`src/rtl/infifo_dispatcher.sv`:
```
`default_nettype none
`timescale 1ns/1ps
// ============================================================================
//  Module   : infifo_dispatcher
//  Brief    : Round-robin steering of small-FIFO packets into per-thread
//             input FIFOs, with per-thread FREE/FILLING/BUSY tracking.
//  Revision : 1.0  initial release
// ============================================================================
module infifo_dispatcher #(
    parameter int NUM_THREADS = 8,
    parameter int SEL_W       = 3
) (
    input  logic                   clk,
    input  logic                   reset,
    input  logic                   firstword_in,
    input  logic                   lastword_in,
    input  logic                   fifowrite_in,
    input  logic [NUM_THREADS-1:0] thread_done,
    output logic [NUM_THREADS-1:0] firstword_out,
    output logic [NUM_THREADS-1:0] fifowrite_out,
    output logic [NUM_THREADS-1:0] enable_cpu_out,
    output logic                   stop_smallfifo_read,
    output logic [SEL_W-1:0]       cur_thread,
    output logic                   tgt_valid,
    output logic [NUM_THREADS-1:0] thread_busy,
    output logic                   drop_err
);

    typedef enum logic [1:0] {
        ST_FREE    = 2'd0,
        ST_FILLING = 2'd1,
        ST_BUSY    = 2'd2
    } thread_state_t;

    localparam logic [SEL_W-1:0]       c_rr_init = SEL_W'(NUM_THREADS - 1);
    localparam logic [NUM_THREADS-1:0] c_one     = NUM_THREADS'(1);

    logic                   r_tgt_valid;
    logic [SEL_W-1:0]       r_cur_thread;
    logic [SEL_W-1:0]       r_rr_ptr;
    logic [NUM_THREADS-1:0] r_enable;
    logic                   r_drop_err;

    logic [NUM_THREADS-1:0] w_free;
    logic [NUM_THREADS-1:0] w_cur_sel;
    logic [NUM_THREADS-1:0] w_win_sel;
    logic [NUM_THREADS-1:0] w_steer;
    logic [SEL_W-1:0]       w_cand;
    logic [SEL_W-1:0]       w_winner;
    logic                   w_found;
    logic                   w_alloc;
    logic                   w_pkt_end;

    assign w_pkt_end = fifowrite_in & lastword_in & r_tgt_valid;
    assign w_alloc   = ~r_tgt_valid & w_found;
    assign w_cur_sel = c_one << r_cur_thread;
    assign w_win_sel = c_one << w_winner;

    // Round-robin search over registered state, starting just after the
    // thread that most recently completed a packet.
    always_comb begin
        w_found  = 1'b0;
        w_winner = '0;
        w_cand   = '0;
        for (int k = 1; k <= NUM_THREADS; k++) begin
            w_cand = SEL_W'((int'(r_rr_ptr) + k) % NUM_THREADS);
            if (!w_found && w_free[w_cand]) begin
                w_found  = 1'b1;
                w_winner = w_cand;
            end
        end
    end

    generate
        for (genvar i = 0; i < NUM_THREADS; i++) begin : g_thread
            thread_state_t r_state;
            thread_state_t w_state_nxt;

            always_ff @(posedge clk) begin
                if (reset) begin
                    r_state <= ST_FREE;
                end else begin
                    r_state <= w_state_nxt;
                end
            end

            // A done pulse only matters once the thread holds a full packet.
            always_comb begin
                w_state_nxt = r_state;
                case (r_state)
                    ST_FREE:    if (w_alloc && w_win_sel[i])   w_state_nxt = ST_FILLING;
                    ST_FILLING: if (w_pkt_end && w_cur_sel[i]) w_state_nxt = ST_BUSY;
                    ST_BUSY:    if (thread_done[i])            w_state_nxt = ST_FREE;
                    default:                                   w_state_nxt = ST_FREE;
                endcase
            end

            assign w_free[i]      = (r_state == ST_FREE);
            assign thread_busy[i] = ~w_free[i];
        end
    endgenerate

    always_ff @(posedge clk) begin
        if (reset) begin
            r_tgt_valid  <= 1'b0;
            r_cur_thread <= '0;
            r_rr_ptr     <= c_rr_init;
            r_enable     <= '0;
            r_drop_err   <= 1'b0;
        end else begin
            r_enable <= w_pkt_end ? w_cur_sel : '0;
            if (w_pkt_end) begin
                r_tgt_valid <= 1'b0;
                r_rr_ptr    <= r_cur_thread;
            end else if (w_alloc) begin
                r_tgt_valid  <= 1'b1;
                r_cur_thread <= w_winner;
            end
            if (fifowrite_in && !r_tgt_valid) begin
                r_drop_err <= 1'b1;
            end
        end
    end

    assign w_steer             = w_cur_sel & {NUM_THREADS{r_tgt_valid}};
    assign fifowrite_out       = w_steer & {NUM_THREADS{fifowrite_in}};
    assign firstword_out       = w_steer & {NUM_THREADS{firstword_in}};
    assign enable_cpu_out      = r_enable;
    assign stop_smallfifo_read = ~r_tgt_valid;
    assign cur_thread          = r_cur_thread;
    assign tgt_valid           = r_tgt_valid;
    assign drop_err            = r_drop_err;

endmodule
`default_nettype wire

```
`config.mk`:
```
export PLATFORM = sky130hd
export DESIGN_NAME = infifo_dispatcher
export DESIGN_NICKNAME = d
export VERILOG_FILES = /design/src/rtl/infifo_dispatcher.sv
export SDC_FILE = /design/constraint.sdc
export NUM_CORES = 1
export LEC_CHECK = 0
export CAP_MARGIN = 20
export CORE_ASPECT_RATIO = 1.4
export CORE_MARGIN = 8
export CORE_UTILIZATION = 33
export DETAILED_ROUTE_END_ITERATION = 8
export DONT_BUFFER_PORTS = 1
export PLACE_DENSITY = 0.58
export SLEW_MARGIN = 25
export SYNTH_ARGS = -nofsm -noshare
export SYNTH_HDL_FRONTEND = slang
export SYNTH_SLANG_ARGS = --single-unit
```
`constraint.sdc`:
```
create_clock -name clk -period 3.9 [get_ports clk]
set_input_delay 1.17 -clock clk [delete_from_list [all_inputs] [get_ports clk]]
set_output_delay 1.17 -clock clk [all_outputs]
set_load 0.01 [all_outputs]
```
==> results, run 1 <==
- The flow ran to the end, and the final reports show no timing, DRC or antenna violations.
- The number of antenna diodes in the final layout is 0.
- The die is 115 um tall.
- The number of top-level design ports is 51.
- The synthesized design contains 32 register bits.
- Counting distinct cell types in the post-synthesis netlist gives 57.
- The worst reg2reg path endpoint is g_thread[3].r_state[0]$_SDFFE_PP0P_.
- The cell seen most often among critical-path stages is sky130_fd_sc_hd__inv_1.
- The number of buffers added to fix hold violations after cts is 0.
- The pre-CTS worst setup slack is 523 ps.
- The peak supply drop is 0.427 mV.
- Along the worst path, the maximum fanout reaches 11.
- Summed over all layers, the routed wires come to 6670 um.
- Summed over all nets, wire length on met2 after detailed routing comes to 3440 um.
- The pre-antenna-repair detailed-routing pass consisted of 4 iterations.
- The synthesized cell area is 0.00229 mm2.
- The worst-case clock skew is 7.00 ps.
- TritonCTS created 5 clock buffers.
- The number of antenna violations at the first check in global routing was 0.
- Yosys mapped a number of flops with a built-in enable equal to 0.
- Once detail routing completed, the nets flagged for antenna violations numbered 0.
- The share of the Yosys chip area taken by registers is 27.9%.
- In the synthesized netlist the dominant register cell turns out to be sky130_fd_sc_hd__dfxtp_1.
- The setup TNS after final layout is 0 ps.
- Setup slack on the critical path of the routed design comes to 493 ps.
- The total count of max-transition violations in the final report is 0.
- The die is 86.5 um wide.
- In this run the register-to-register setup slack is 490 ps.
- The via count of the first global-routing pass is 2099.
- The power per cell area is 427 mW/mm2.
- Cells with a size suffix above 1 make up 15.0% of the layout.
- The H-tree was split into 2 levels.
- The total nets after synthesis is 299.
- The CTS tree is yes.
- The worst setup path is of the flop to flop kind.
- The share of flip-flops with an asynchronous set or reset after synthesis is 0%.
- Global routing used 13.7% of the available tracks across all layers.
- The initial standard-cell utilization of the core is 33.5%.
- The number of standard-cell rows in the floorplan is 36.
- The count of buffers added by post-CTS timing repair for setup is 0.
- The clock-pin slew reported for the worst setup and hold paths after clock tree synthesis is 70 ps.
- No sink is reached through more buffers than the 2 on the longest clock path.
- In the final routed layout, each cell accounts on average for 17.8 um.
- The die outline area is 0.00992 mm2.
- The top cell types in the final layout, fill and taps aside, are sky130_fd_sc_hd__nor2_1 (65), sky130_fd_sc_hd__dfxtp_1 (32).
- The total count of hold-check failures in the final report is 0.
- The worst hold path endpoint is g_thread[7].r_state[0]$_SDFFE_PP0P_.
- The logic depth of the worst register-to-register path is 10.
- The relative area change from synthesis to final layout is 4.85%.
- The critical path goes through inv_1 > ha_1 > inv_1 > mux4_2 > a211oi_1 > o22ai_1 > a221oi_2 > nand2_1 > or3_4 > o31ai_4.
- In this design, the stage delay of the slowest critical-path cell is 590 ps.
- After synthesis, the cell types taking the most area are sky130_fd_sc_hd__dfxtp_1 (28%), sky130_fd_sc_hd__nor2_1 (11%), sky130_fd_sc_hd__mux4_2 (6.9%).
- Summed over all cells, the static leakage comes to 0.000946 uW.
- The wire length of the first global-routing pass is 10700 um.
- The overall via count from detail_route is 2062.
- At the later pin of the worst-skew pair, clock insertion delay measures 280 ps.
- The critical path starts at r_rr_ptr[0]$_SDFFE_PP1P_.
- Measured against its own limit, the worst slew margin works out to 60.0%.
- The library cell used most frequently in the layout, excluding fill and tap cells, is sky130_fd_sc_hd__nor2_1.
- The kind of launch point of the worst setup path is a flop.
- The total cell area at the placement stage is 0.00230 mm2.
- Along the worst hold path, the cell count comes to 2.
- Summed over all layers, the global routing overflow is 0.
- The yosys synthesis warning count is 0.
- The total half-perimeter wirelength after legalization and detailed placement is 5220 um.
- The cell area after layout is 0.00241 mm2.
- Setup repair after global routing left no endpoint under its margin.
- The residual DRC count is 0.
- Input and output buffers added on the ports amount to 0.
- The number of setup violations in the final report is 0.
- The first routing iteration left 95 violations.
- The final critical path takes up 87.4% of the cycle.
- Of the post-synthesis cell area, the dominant cell type holds 27.9%.
- The actual slew at the worst max-slew pin is 600 ps.
- The average size of a mapped cell is 8.08 um2.
- The number of clock sinks is 32.
- Of all cell types, the one taking the most synthesized area is sky130_fd_sc_hd__dfxtp_1.
- For this run, the top clock speed supported by timing is 0.293 GHz.
- STA classifies the critical path endpoint as a flop.
- At the end of routability-driven placement, the weighted congestion stood at 0.845.
- Dividing the detail-routed via count by the number of cells gives 5.50.
- Data arrives at the worst endpoint at 3620 ps.
- The routed length on met3 is 163 um.
- The worst register-to-register path begins at r_rr_ptr[0]$_SDFFE_PP1P_.
- Across the run, the number of max-cap violations was 0.
- The startpoint identified for the worst hold timing path is g_thread[7].r_state[0]$_SDFFE_PP0P_.
- In this run the standard cell core region covers 0.00685 mm2.
- The highest metal layer with signal wires is met4.
- The detailed router put a total of 2820 um of wire on met1.
- For this design, the slowest cell found on the critical path is sky130_fd_sc_hd__mux4_2.
- The end-of-flow core utilization is 35.1%.
- The min-delay analysis places its worst path in the category flop to flop.
- After layout, the minimum clock period comes to 3410 ps.
- Gates resized during post-CTS repair numbered 0.
- Entering global routing, the biggest net connects 36 pins.
- The final-stage net count is 294.
- The number of instances in the synthesized netlist is 284.
- Data on the critical path is required at its endpoint by 4110 ps.
- The buffer cell driving the clock tree root is sky130_fd_sc_hd__clkbuf_8.
[how the worst max path moves through the flow]
stage	to	cells past startpoint	slack, ps
floorplan	g_thread[3].r_state[0]$_SDFFE_PP0P_	13	740
global placement	g_thread[3].r_state[0]$_SDFFE_PP0P_	10	620
detailed placement	g_thread[3].r_state[0]$_SDFFE_PP0P_	10	520
CTS	g_thread[3].r_state[0]$_SDFFE_PP0P_	10	500
global route	g_thread[3].r_state[0]$_SDFFE_PP0P_	10	250
finish	g_thread[3].r_state[0]$_SDFFE_PP0P_	10	490
[state kept, by name (all words and copies together), names as in the netlist]
name and cells:
cur_thread 3, drop_err 1, enable_cpu_out 8, g_thread.r_state 16
r_rr_ptr 3, tgt_valid 1
[kinds of logic (layout without fill, tap and decap cells)]
group,after synthesis,count (layout),share of synthesized area [%]
AO/OA/AOI/OAI,57,57,18.8
buffers and inverters,35,31,9.43
XOR/XNOR,2,2,1.09
AND/OR/NAND/NOR,139,139,28.8
adder cells (fa/ha/maj),2,2,1.09
multiplexers,17,17,12.8
flip-flops,32,32,27.9
[cell usage after synthesis, types with 2 or more instances]
cell	count
sky130_fd_sc_hd__a211oi_1	3
sky130_fd_sc_hd__buf_6	3
sky130_fd_sc_hd__clkbuf_8	5
sky130_fd_sc_hd__nand3_1	13
sky130_fd_sc_hd__or3_1	2
sky130_fd_sc_hd__o31ai_1	2
sky130_fd_sc_hd__mux4_1	2
sky130_fd_sc_hd__o2111ai_1	2
sky130_fd_sc_hd__a32oi_1	3
sky130_fd_sc_hd__nand2_1	18
sky130_fd_sc_hd__o22ai_1	2
sky130_fd_sc_hd__and2_2	2
sky130_fd_sc_hd__nor3_1	18
sky130_fd_sc_hd__nor3_2	2
sky130_fd_sc_hd__clkbuf_1	6
sky130_fd_sc_hd__mux2_2	3
sky130_fd_sc_hd__mux2i_1	5
sky130_fd_sc_hd__ha_1	2
sky130_fd_sc_hd__a31oi_1	2
sky130_fd_sc_hd__nor2_1	65
sky130_fd_sc_hd__nor3b_1	8
sky130_fd_sc_hd__a21o_2	3
sky130_fd_sc_hd__a211o_1	2
sky130_fd_sc_hd__inv_1	18
sky130_fd_sc_hd__mux4_2	7
sky130_fd_sc_hd__nand2b_1	2
sky130_fd_sc_hd__o21ai_0	5
sky130_fd_sc_hd__or2_2	2
sky130_fd_sc_hd__a21oi_1	18
sky130_fd_sc_hd__dfxtp_1	32
[power breakdown]
group	leakage [uW]	internal, uW	total, uW	switching, uW
combinational	0.000631	131	330	199
clock	0.0000552	189	311	121
sequential	0.000260	348	385	37.5
total	0.000946	668	1030	358
[critical path, delay by kind of cell, from the launching register on]
family                     cells  cell delay, ps
AOI/OAI and AO/OA              4             870
muxes                          1             590
DFF                            1             540
and+or+nand+nor                2             520
buffers and inverters          2             400
adders and majority gates      1             400
[layer usage]
layer | up-vias | global-route usage (%)
met5 | - | 0
met4 | 0 | 8.30
met3 | 17 | 1.87
met2 | 52 | 23.9
met1 | 992 | 15.2
li1 | 1001 | -
[per-stage QoR]
step | instances | total power (uW) | hold WS (ps)
floorplan | 284 | 656 | 470
detailed placement | 367 | 722 | 506
global placement | 367 | 722 | 489
CTS | 375 | 1040 | 515
global route | 375 | 1080 | 538
finish | 375 | 1030 | 509
[cell type report]
class	instances	area [um2]
Fill cell	780	4440
Sequential cell	32	641
Clock inverter	2	35.0
Clock buffer	6	72.6
Tap cell	95	119
Timing Repair Buffer	4	30.0
Multi-Input combinational cell	217	1440
Inverter	19	71.3
Note: power is estimated with default switching activity, not from simulation.
==> inputs of run 2 (changes only) <==
--- a/config.mk
+++ b/config.mk
@@ -7,7 +7,6 @@
 export LEC_CHECK = 0
 export CAP_MARGIN = 20
 export CORE_ASPECT_RATIO = 1.4
-export CORE_MARGIN = 8
 export CORE_UTILIZATION = 33
 export DETAILED_ROUTE_END_ITERATION = 8
 export DONT_BUFFER_PORTS = 1
==> run 2 against run 1 <==
Global-route usage is 3.6 points higher. Clock power decreased by 13%. Die area is 26% lower. Register-to-register slack worse by 20 ps.
==> results, run 2 (synthesis results as in run 1) <==
- The peak supply drop is 0.260 mV.
- In this run the number of H-tree levels came out at 2.
- Summed over all failing endpoints, the final setup total negative slack is 0 ps.
- The die covers 0.00730 mm2.
- Setup repair after global routing left no endpoint under its margin.
- For the worst-skew pair, the clock arrives at the later sink with an insertion delay of 280 ps.
- The via count of the first global-routing pass is 1923.
- The highest net fanout along the worst path is 11.
- The final weighted congestion of routability-driven global placement is 0.965.
- In this run the critical register-to-register path is launched from r_rr_ptr[0]$_SDFFE_PP1P_.
- Detailed placement ended at an HPWL of 4640 um.
- The average wire length per cell after detail routing is 16.2 um.
- The first routing iteration left 71 violations.
- Summing all flip-flop and latch instances after layout gives 641 um2.
- The area growth from synthesis to layout is 4.20%.
- The worst hold path belongs to the class flop to flop.
- The kind of launch point of the worst setup path is a flop.
- The headroom to the max-slew limit is 53.9%.
- Once placement completed, the tool counted placed cells totaling 364.
- The final layout contains 294 nets.
- The worst-case clock skew is 5.19 ps.
- The most frequent standard cell in the layout excluding fill and tap cells is sky130_fd_sc_hd__nor2_1.
- The core region area is 0.00666 mm2.
- The worst reg2reg path endpoint is g_thread[3].r_state[0]$_SDFFE_PP0P_.
- In the final layout, the share of cells above drive strength 1 is 15.1%.
- The endpoint arrival time on the critical path is 3630 ps.
- The wire length of the first global-routing pass is 9780 um.
- The maximum clock frequency is 0.292 GHz.
- In the routed design, unresolved DRC markers number 0.
- The routed design could run at a clock period as short as 3420 ps.
- The number of detailed-route iterations in the first pass is 4.
- In the layout the commonest cells are sky130_fd_sc_hd__nor2_1 (65), sky130_fd_sc_hd__dfxtp_1 (32).
- At the worst endpoint, the required time is 4110 ps.
- The initial utilization of the core area, before any placement, comes to 34.5%.
- The total count of hold-check failures in the final report is 0.
- Once layout is complete, the cells apart from fillers number 371.
- 51 I/O pins were placed.
- The origin of the worst min-delay path is g_thread[7].r_state[0]$_SDFFE_PP0P_.
- Across all register-to-register paths, the minimum setup slack is 480 ps.
- The power per cell area is 411 mW/mm2.
- The number of clock sinks is 32.
- The maximum number of pins on one net before global-route repair is 36.
- The tool flagged a number of max-cap violations equal to 0.
- The number of antenna diodes in the final layout is 0.
- The total count of max-transition violations in the final report is 0.
- The count of nets left with antenna violations once routing finished came out at 0.
- The height of the chip is 101 um.
- The buffer cell driving the clock tree root is sky130_fd_sc_hd__clkbuf_8.
- The logic depth of the worst register-to-register path is 10.
- In this run, CTS created clock tree buffers numbering 5.
- The actual slew at the worst max-slew pin is 691 ps.
- The post-route fraction of the period consumed by the critical path is 87.8%.
- The number of buffers added to fix hold violations after cts is 0.
- The count of buffers added by post-CTS timing repair for setup is 0.
- The analysis attributes to cell leakage a power of 0.000942 uW.
- The global-route usage over all layers is 17.3%.
- The worst setup path is of the flop to flop kind.
- The CTS tree is yes.
- Setup violations remaining at the end of the flow were counted as 0.
- The run finished with clean final reports.
- The multi-input logic area is 0.00144 mm2.
- The number of antenna violations at the first check in global routing was 0.
- For this run the aggregate overflow at the end of global routing stands at 0.
- Counting along the longest clock path gives a buffer depth of 2.
- The count of cells resized by post-cts repair is 0.
- The worst hold path passes through 2 cells.
- The critical path capture point type is a flop.
- The clock-pin slew reported for the worst setup and hold paths after clock tree synthesis is 60 ps.
- In the routed layout, each cell is associated on average with a via count of 5.49.
- During placement, the flow inserted port buffers numbering 0.
- The register with the most flip-flops in the layout has 16 of them.
- The worst hold path endpoint is g_thread[7].r_state[0]$_SDFFE_PP0P_.
- Counting the fill cells in the layout gives 735.
- From left edge to right edge, the die measures 72.5 um.
- The floorplan has 35 rows.
- The final route contains 2035 vias.
- The register with the most flip-flops in the final layout is g_thread.r_state.
- The wire length after detailed routing is 6030 um.
run 2: critical path: stages, from the launching register on:
cell and delay, ps:
sky130_fd_sc_hd__dfxtp_1 490, sky130_fd_sc_hd__inv_1 90, sky130_fd_sc_hd__ha_1 420, sky130_fd_sc_hd__inv_1 300, sky130_fd_sc_hd__mux4_2 580, sky130_fd_sc_hd__a211oi_1 230, sky130_fd_sc_hd__o22ai_1 140, sky130_fd_sc_hd__a221oi_2 420
sky130_fd_sc_hd__nand2_1 160, sky130_fd_sc_hd__or3_4 370, sky130_fd_sc_hd__o31ai_4 160
run 2: layout make-up:
cell class | instances | share of cell area, %
Timing Repair Buffer | 4 | 1.26
Inverter | 19 | 2.98
Multi-Input combinational cell | 217 | 60.1
Tap cell | 92 | 4.81
Sequential cell | 32 | 26.8
Clock buffer | 7 | 4.03
run 2: report_power, final:
part           total (uW)  internal [uW]  switching (uW)
sequential            387            348            38.9
clock                 272            157             115
combinational         325            131             194
total                 983            636             348
run 2: worst max path at each step:
stage / cells past startpoint / startpoint / slack [ps] / to
final: 10 / r_rr_ptr[0]$_SDFFE_PP1P_ / 480 / g_thread[3].r_state[0]$_SDFFE_PP0P_
after global routing: 10 / r_rr_ptr[0]$_SDFFE_PP1P_ / 280 / g_thread[3].r_state[0]$_SDFFE_PP0P_
after CTS: 10 / r_rr_ptr[0]$_SDFFE_PP1P_ / 510 / g_thread[3].r_state[0]$_SDFFE_PP0P_
after detailed placement: 10 / r_rr_ptr[0]$_SDFFE_PP1P_ / 520 / g_thread[3].r_state[0]$_SDFFE_PP0P_
after global placement: 10 / r_rr_ptr[0]$_SDFFE_PP1P_ / 680 / g_thread[3].r_state[0]$_SDFFE_PP0P_
after floorplan: 13 / r_rr_ptr[1]$_SDFFE_PP1P_ / 740 / g_thread[3].r_state[0]$_SDFFE_PP0P_
run 2: per-layer routing:
layer | GRT usage (%) | vias to the layer above | share of wire [%]
li1 | - | 992 | -
met1 | 20.0 | 963 | 42
met2 | 30.0 | 65 | 51
met3 | 2.70 | 15 | 3.8
met4 | 9.80 | 0 | 3.8
met5 | 0 | - | 0
run 2: per-stage QoR:
stage	power [uW]	util, %	hold slack [ps]	setup slack, ps	instance area [um2]
after floorplan	656	-	470	745	2290
after global placement	716	34.5	499	677	2290
after detailed placement	717	34.5	512	522	2290
after CTS	991	35.9	521	509	2390
after global routing	1040	35.9	548	281	2390
final	983	35.9	519	477	2390
